==> config.mk <==
export PLATFORM = sky130hd
export DESIGN_NAME = serial_add_ctrl
export DESIGN_NICKNAME = d
export VERILOG_FILES = /design/src/rtl/serial_ctrl_pkg.sv /design/src/rtl/serial_add.sv /design/src/rtl/serial_add_ctrl.sv
export SDC_FILE = /design/constraint.sdc
export NUM_CORES = 1
export LEC_CHECK = 0
export ABC_AREA = 1
export BUFFER_PORTS_ARGS = -buffer_cell sky130_fd_sc_hd__buf_2
export CORE_MARGIN = 3
export CORE_UTILIZATION = 45
export CTS_CLUSTER_DIAMETER = 120
export DETAILED_ROUTE_END_ITERATION = 6
export HOLD_SLACK_MARGIN = 0.08
export PLACE_DENSITY = 0.66
export RECOVER_POWER = 100
export SYNTH_ARGS = -nofsm -noshare
export SYNTH_HDL_FRONTEND = slang
export SYNTH_SLANG_ARGS = --single-unit
==> constraint.sdc <==
create_clock -name clk -period 4.7 [get_ports clk]
set_clock_uncertainty 0.15 [all_clocks]
set_input_delay 0.47 -clock clk [delete_from_list [all_inputs] [get_ports clk]]
set_output_delay 0.47 -clock clk [all_outputs]
set_load 0.02 [all_outputs]
==> src/rtl/serial_ctrl_pkg.sv <==
// Shared constants for the word-level serial adder sequencer.
package serial_ctrl_pkg;

   localparam logic [1:0] ST_IDLE  = 2'd0;
   localparam logic [1:0] ST_SHIFT = 2'd1;
   localparam logic [1:0] ST_DONE  = 2'd2;

   localparam int DEF_WIDTH = 8;

endpackage

==> src/rtl/serial_add.sv <==
// Bit-serial full adder: combinational sum, registered carry for the next bit slice.
module serial_add (
   input  logic clk,
   input  logic reset,
   input  logic A,
   input  logic B,
   input  logic st_in,
   output logic sum,
   output logic st
);

   assign sum = A ^ B ^ st_in;

   always_ff @(posedge clk or negedge reset) begin
      if (!reset) st <= 1'b0;
      else        st <= (A & B) | (st_in & (A ^ B));
   end

endmodule

==> src/rtl/serial_add_ctrl.sv <==
// Word-level sequencer around serial_add: streams operands LSB-first and
// reassembles the sum with carry-out behind two valid/ready handshakes.
//
//   state    | meaning
//   ST_IDLE  | waiting for an operand pair, in_ready high
//   ST_SHIFT | one bit slice per cycle through serial_add
//   ST_DONE  | result presented, waiting for out_ready
module serial_add_ctrl
   import serial_ctrl_pkg::*;
#(
   parameter int WIDTH = DEF_WIDTH
) (
   input  logic             clk,
   input  logic             reset,
   input  logic             in_valid,
   output logic             in_ready,
   input  logic [WIDTH-1:0] in_a,
   input  logic [WIDTH-1:0] in_b,
   input  logic             in_cin,
   output logic             out_valid,
   input  logic             out_ready,
   output logic [WIDTH-1:0] out_sum,
   output logic             out_cout,
   output logic             busy
);

   localparam int CNT_W = $clog2(WIDTH) + 1;

   logic [1:0]       state;
   logic [CNT_W-1:0] cnt;
   logic [WIDTH-1:0] a_sr;
   logic [WIDTH-1:0] b_sr;
   logic [WIDTH-1:0] sum_sr;
   logic [WIDTH-1:0] sum_nxt;
   logic             cin_q;
   logic             shifting;
   logic             last;
   logic             add_a;
   logic             add_b;
   logic             add_st_in;
   logic             add_sum;
   logic             add_st;
   logic             carry;

   assign shifting  = (state == ST_SHIFT);
   assign last      = (cnt == CNT_W'(WIDTH - 1));
   assign in_ready  = (state == ST_IDLE);
   assign busy      = (state == ST_SHIFT) || (state == ST_DONE);

   // Bit 0 takes the word's carry-in; the adder's leftover carry from the previous word is never used.
   assign add_a     = shifting & a_sr[0];
   assign add_b     = shifting & b_sr[0];
   assign add_st_in = shifting & ((cnt == '0) ? cin_q : add_st);
   assign carry     = (add_a & add_b) | (add_st_in & (add_a ^ add_b));

   generate
      if (WIDTH == 1) begin : g_w1
         assign sum_nxt = add_sum;
      end else begin : g_wn
         assign sum_nxt = {add_sum, sum_sr[WIDTH-1:1]};
      end
   endgenerate

   serial_add u_serial_add (
      .clk   (clk),
      .reset (reset),
      .A     (add_a),
      .B     (add_b),
      .st_in (add_st_in),
      .sum   (add_sum),
      .st    (add_st)
   );

   always_ff @(posedge clk or negedge reset) begin
      if (!reset) begin
         state     <= ST_IDLE;
         cnt       <= '0;
         a_sr      <= '0;
         b_sr      <= '0;
         sum_sr    <= '0;
         cin_q     <= 1'b0;
         out_valid <= 1'b0;
         out_sum   <= '0;
         out_cout  <= 1'b0;
      end else begin
         case (state)
            ST_IDLE: begin
               if (in_valid) begin
                  a_sr  <= in_a;
                  b_sr  <= in_b;
                  cin_q <= in_cin;
                  cnt   <= '0;
                  state <= ST_SHIFT;
               end
            end
            ST_SHIFT: begin
               a_sr   <= a_sr >> 1;
               b_sr   <= b_sr >> 1;
               sum_sr <= sum_nxt;
               cnt    <= cnt + CNT_W'(1);
               if (last) begin
                  out_sum   <= sum_nxt;
                  out_cout  <= carry;
                  out_valid <= 1'b1;
                  state     <= ST_DONE;
               end
            end
            ST_DONE: begin
               if (out_ready) begin
                  out_valid <= 1'b0;
                  state     <= ST_IDLE;
               end
            end
            default: begin
               out_valid <= 1'b0;
               state     <= ST_IDLE;
            end
         endcase
      end
   end

endmodule

==> reports/qor.yml <==
sta:
  finalHoldWorstSlack_ns: 0.257
  period_minus_slack_ns: 3.02
  drv_slew: 42
  relSlewSlack_pct: -40.4
  rsz0062_at_grt: "no"
  tns_ns: 0
  max_freq_mhz: 331
  hold_violations: 0
  worst_pin_slew_ns: 2.11
  finalSetupViolations: 0
  post-route-period-util_pct: 64.3
cts:
  cts_buffer_depth: 2
  cts_tree: "built"
  postCtsHoldBufs: 0
  cts_root_buf: "clkbuf_8"
  clk_latency_ns: 0.29
  h-tree-depth: 2
  post_cts_buffers: 0
  cts.sinks: 41
  cts_buffers: 5
  cts-resized-gates: 0
  clkSlewWorstSetupHoldPaths_ns: 0.08
synthesis:
  synth_warnings: 0
  synth_flop_cell: "dfrtp_1"
  synth_top_area_share_pct: 50.6
  synth_area_per_cell_sq_um: 8.92
  synth_largest_area_cell: "dfrtp_1"
  syn_area_sq_mm: 0.00203
  netlist_instances: 227
  async_flop_share_pct: 100
  syn_nets: 255
  yosys-top-cells-area: "dfrtp_1 (51%), nand2_1 (8.9%), o21ai_0 (8.6%)"
  seq_area_frac_synth_pct: 50.6
  ys_seq_elements: 41
  synth_edf_count: 0
  synth_most_common_cell: "nand2_1"
  synth_common_cells: "nand2_1 (48), dfrtp_1 (41), inv_1 (36)"
  netlist-cell-type-count: 23
worst_setup_path:
  start_kind: "register"
  regToRegEndpoint: "sum_sr[7]$_DFFE_PN0N_"
  cp_max_fo: 38
  end_kind: "register"
  cp-startpoint: "state[1]$_DFFE_PN0P_"
  reg2reg_slack_ns: 1.68
  worstPathArrival_ns: 3.03
  reg2reg_from: "state[1]$_DFFE_PN0P_"
  r2r_cells: 8
  critPathCapture: "sum_sr[7]$_DFFE_PN0N_"
  crit_required_ns: 4.70
  path_class: "reg2reg"
floorplan:
  core_sq_mm: 0.00417
  start_util_pct: 48.5
  num_rows: 23
  ios: 33
  die_y_microns: 73.1
  die_w_microns: 73.1
  dieArea_sq_mm: 0.00534
cells_and_area:
  area_delta_synth_final_pct: 12.5
  fin_cells: 309
  final_util_pct: 54.6
  fin_nets: 286
  fillers: 395
  drive_above_1_share_pct: 17.0
  fin_area_sq_mm: 0.00228
  diodes: 0
power:
  ir_drop_mv: 0.354
  p_leak_nw: 1.11
  power_density_mw_per_mm2: 618
detailed_routing:
  ant_nets: 0
  wl_per_cell_microns: 10.8
  totalWireLength_mm: 3.35
  drc: 0
  vias_per_cell: 4.74
  num_vias: 1465
  drt-initial-drc-count: 73
  first_pass_iters: 4
min_path:
  min_path_cells: 2
  hp-class: "in2reg"
  hold_path_startpoint: "in_cin"
placement:
  place_area_sq_mm: 0.00217
  port_buffers: 32
  place_inst: 301
  dp_hpwl_mm: 2.36
  gp_congestion: 0.736
run_status:
  status: "finished, violations left"
  violations: "max-capacitance violations, max-slew violations"
global_routing:
  grtUsageTotal_pct: 13.9
  grt_pass1_wl_mm: 5.85
  grt_pass1_vias: 1387
  busiest_layer: "met2"
  grt_util_met1_pct: 17.8
  grtUsageMet3_pct: 2.48
  antenna_found_initial: 0
  grt_max_degree: 42
  overflow: 0
  grt_use_met2_pct: 23.0
job:
  drv_cap: 1
-- worst min path at each step --
| stage | slack [ns] | end |
|---|---|---|
| 5_1_grt | 0.25 | cin_q$_DFFE_PN0P_ |
| 4_1_cts | 0.19 | out_cout$_DFFE_PN0P_ |
| 2_1_floorplan | 0.02 | a_sr[0]$_DFFE_PN0P_ |
| 6_report | 0.26 | cin_q$_DFFE_PN0P_ |
| 3_5_place_dp | 0.31 | out_valid$_DFFE_PN0P_ |
| 3_3_place_gp | 0.30 | out_valid$_DFFE_PN0P_ |
-- stage by stage --
| step | total power [W] | worst slack [ns] |
|---|---|---|
| final | 0.00141 | 1.68 |
| after floorplan | 0.00104 | 2.67 |
| after global routing | 0.00154 | 1.32 |
| after global placement | 0.00108 | 2.62 |
| after CTS | 0.00144 | 2.54 |
| after detailed placement | 0.00110 | 2.56 |
-- critical path: stages, from the launching register on --
cell and delay [ns]:
dfrtp_1 0.41, inv_1 0.11, ha_1 0.14, clkbuf_1 1.07, o21ai_0 0.23, nor2_1 0.19
fa_1 0.45, nand2_1 0.08, o21ai_0 0.07
-- state kept, by name, summed over array words and instances (netlist names) --
register	flops
a_sr	8
out_valid	1
b_sr	8
state	2
cin_q	1
u_serial_add.st	1
out_cout	1
cnt	4
out_sum	8
sum_sr	7
-- metal layers --
| layer | routed length, microns | share of wire, % | up-vias |
|---|---|---|---|
| met3 | 101 | 3.0 | 7 |
| met4 | 71 | 2.1 | 0 |
| li1 | - | - | 774 |
| met5 | 0 | 0 | - |
| met2 | 1580 | 47 | 22 |
| met1 | 1600 | 48 | 662 |
-- cell type report --
class,count,area (sq um),share of cell area (%)
Clock buffer,5,68.8,3.02
Timing Repair Buffer,33,148,6.48
Tap cell,50,62.6,2.74
Multi-Input combinational cell,141,774,34.0
Clock inverter,3,65.1,2.85
Sequential cell,41,1030,45.0
Inverter,36,135,5.93
-- where the power goes --
group          switching [W]  internal, W
logic               0.000350     0.000184
clock network       0.000121     0.000211
registers          0.0000684     0.000475
-- cells by family after synthesis --
family,synth area share [%]
buffers and inverters,11.1
DFF,50.6
muxes,0.556
AOI/OAI and AO/OA,15.4
adders and majority gates,4.69
and+or+nand+nor,17.6
-- cells in the final DEF (no fill, tap or decap) --
cell and n:
nand4_1 3, a21oi_1 3, a22oi_1 1, mux2_2 1, dfrtp_1 41, buf_2 19, nand2_4 2, inv_1 36
clkbuf_8 5, nand3_1 8, clkinv_2 1, bufinv_16 2, nor2_1 18, ha_1 6, a21oi_2 13, fa_1 1
or2_0 1, nand4_4 1, nand2_1 48, o21ai_0 35, clkbuf_1 14
Power figures use the tool's default switching activity.
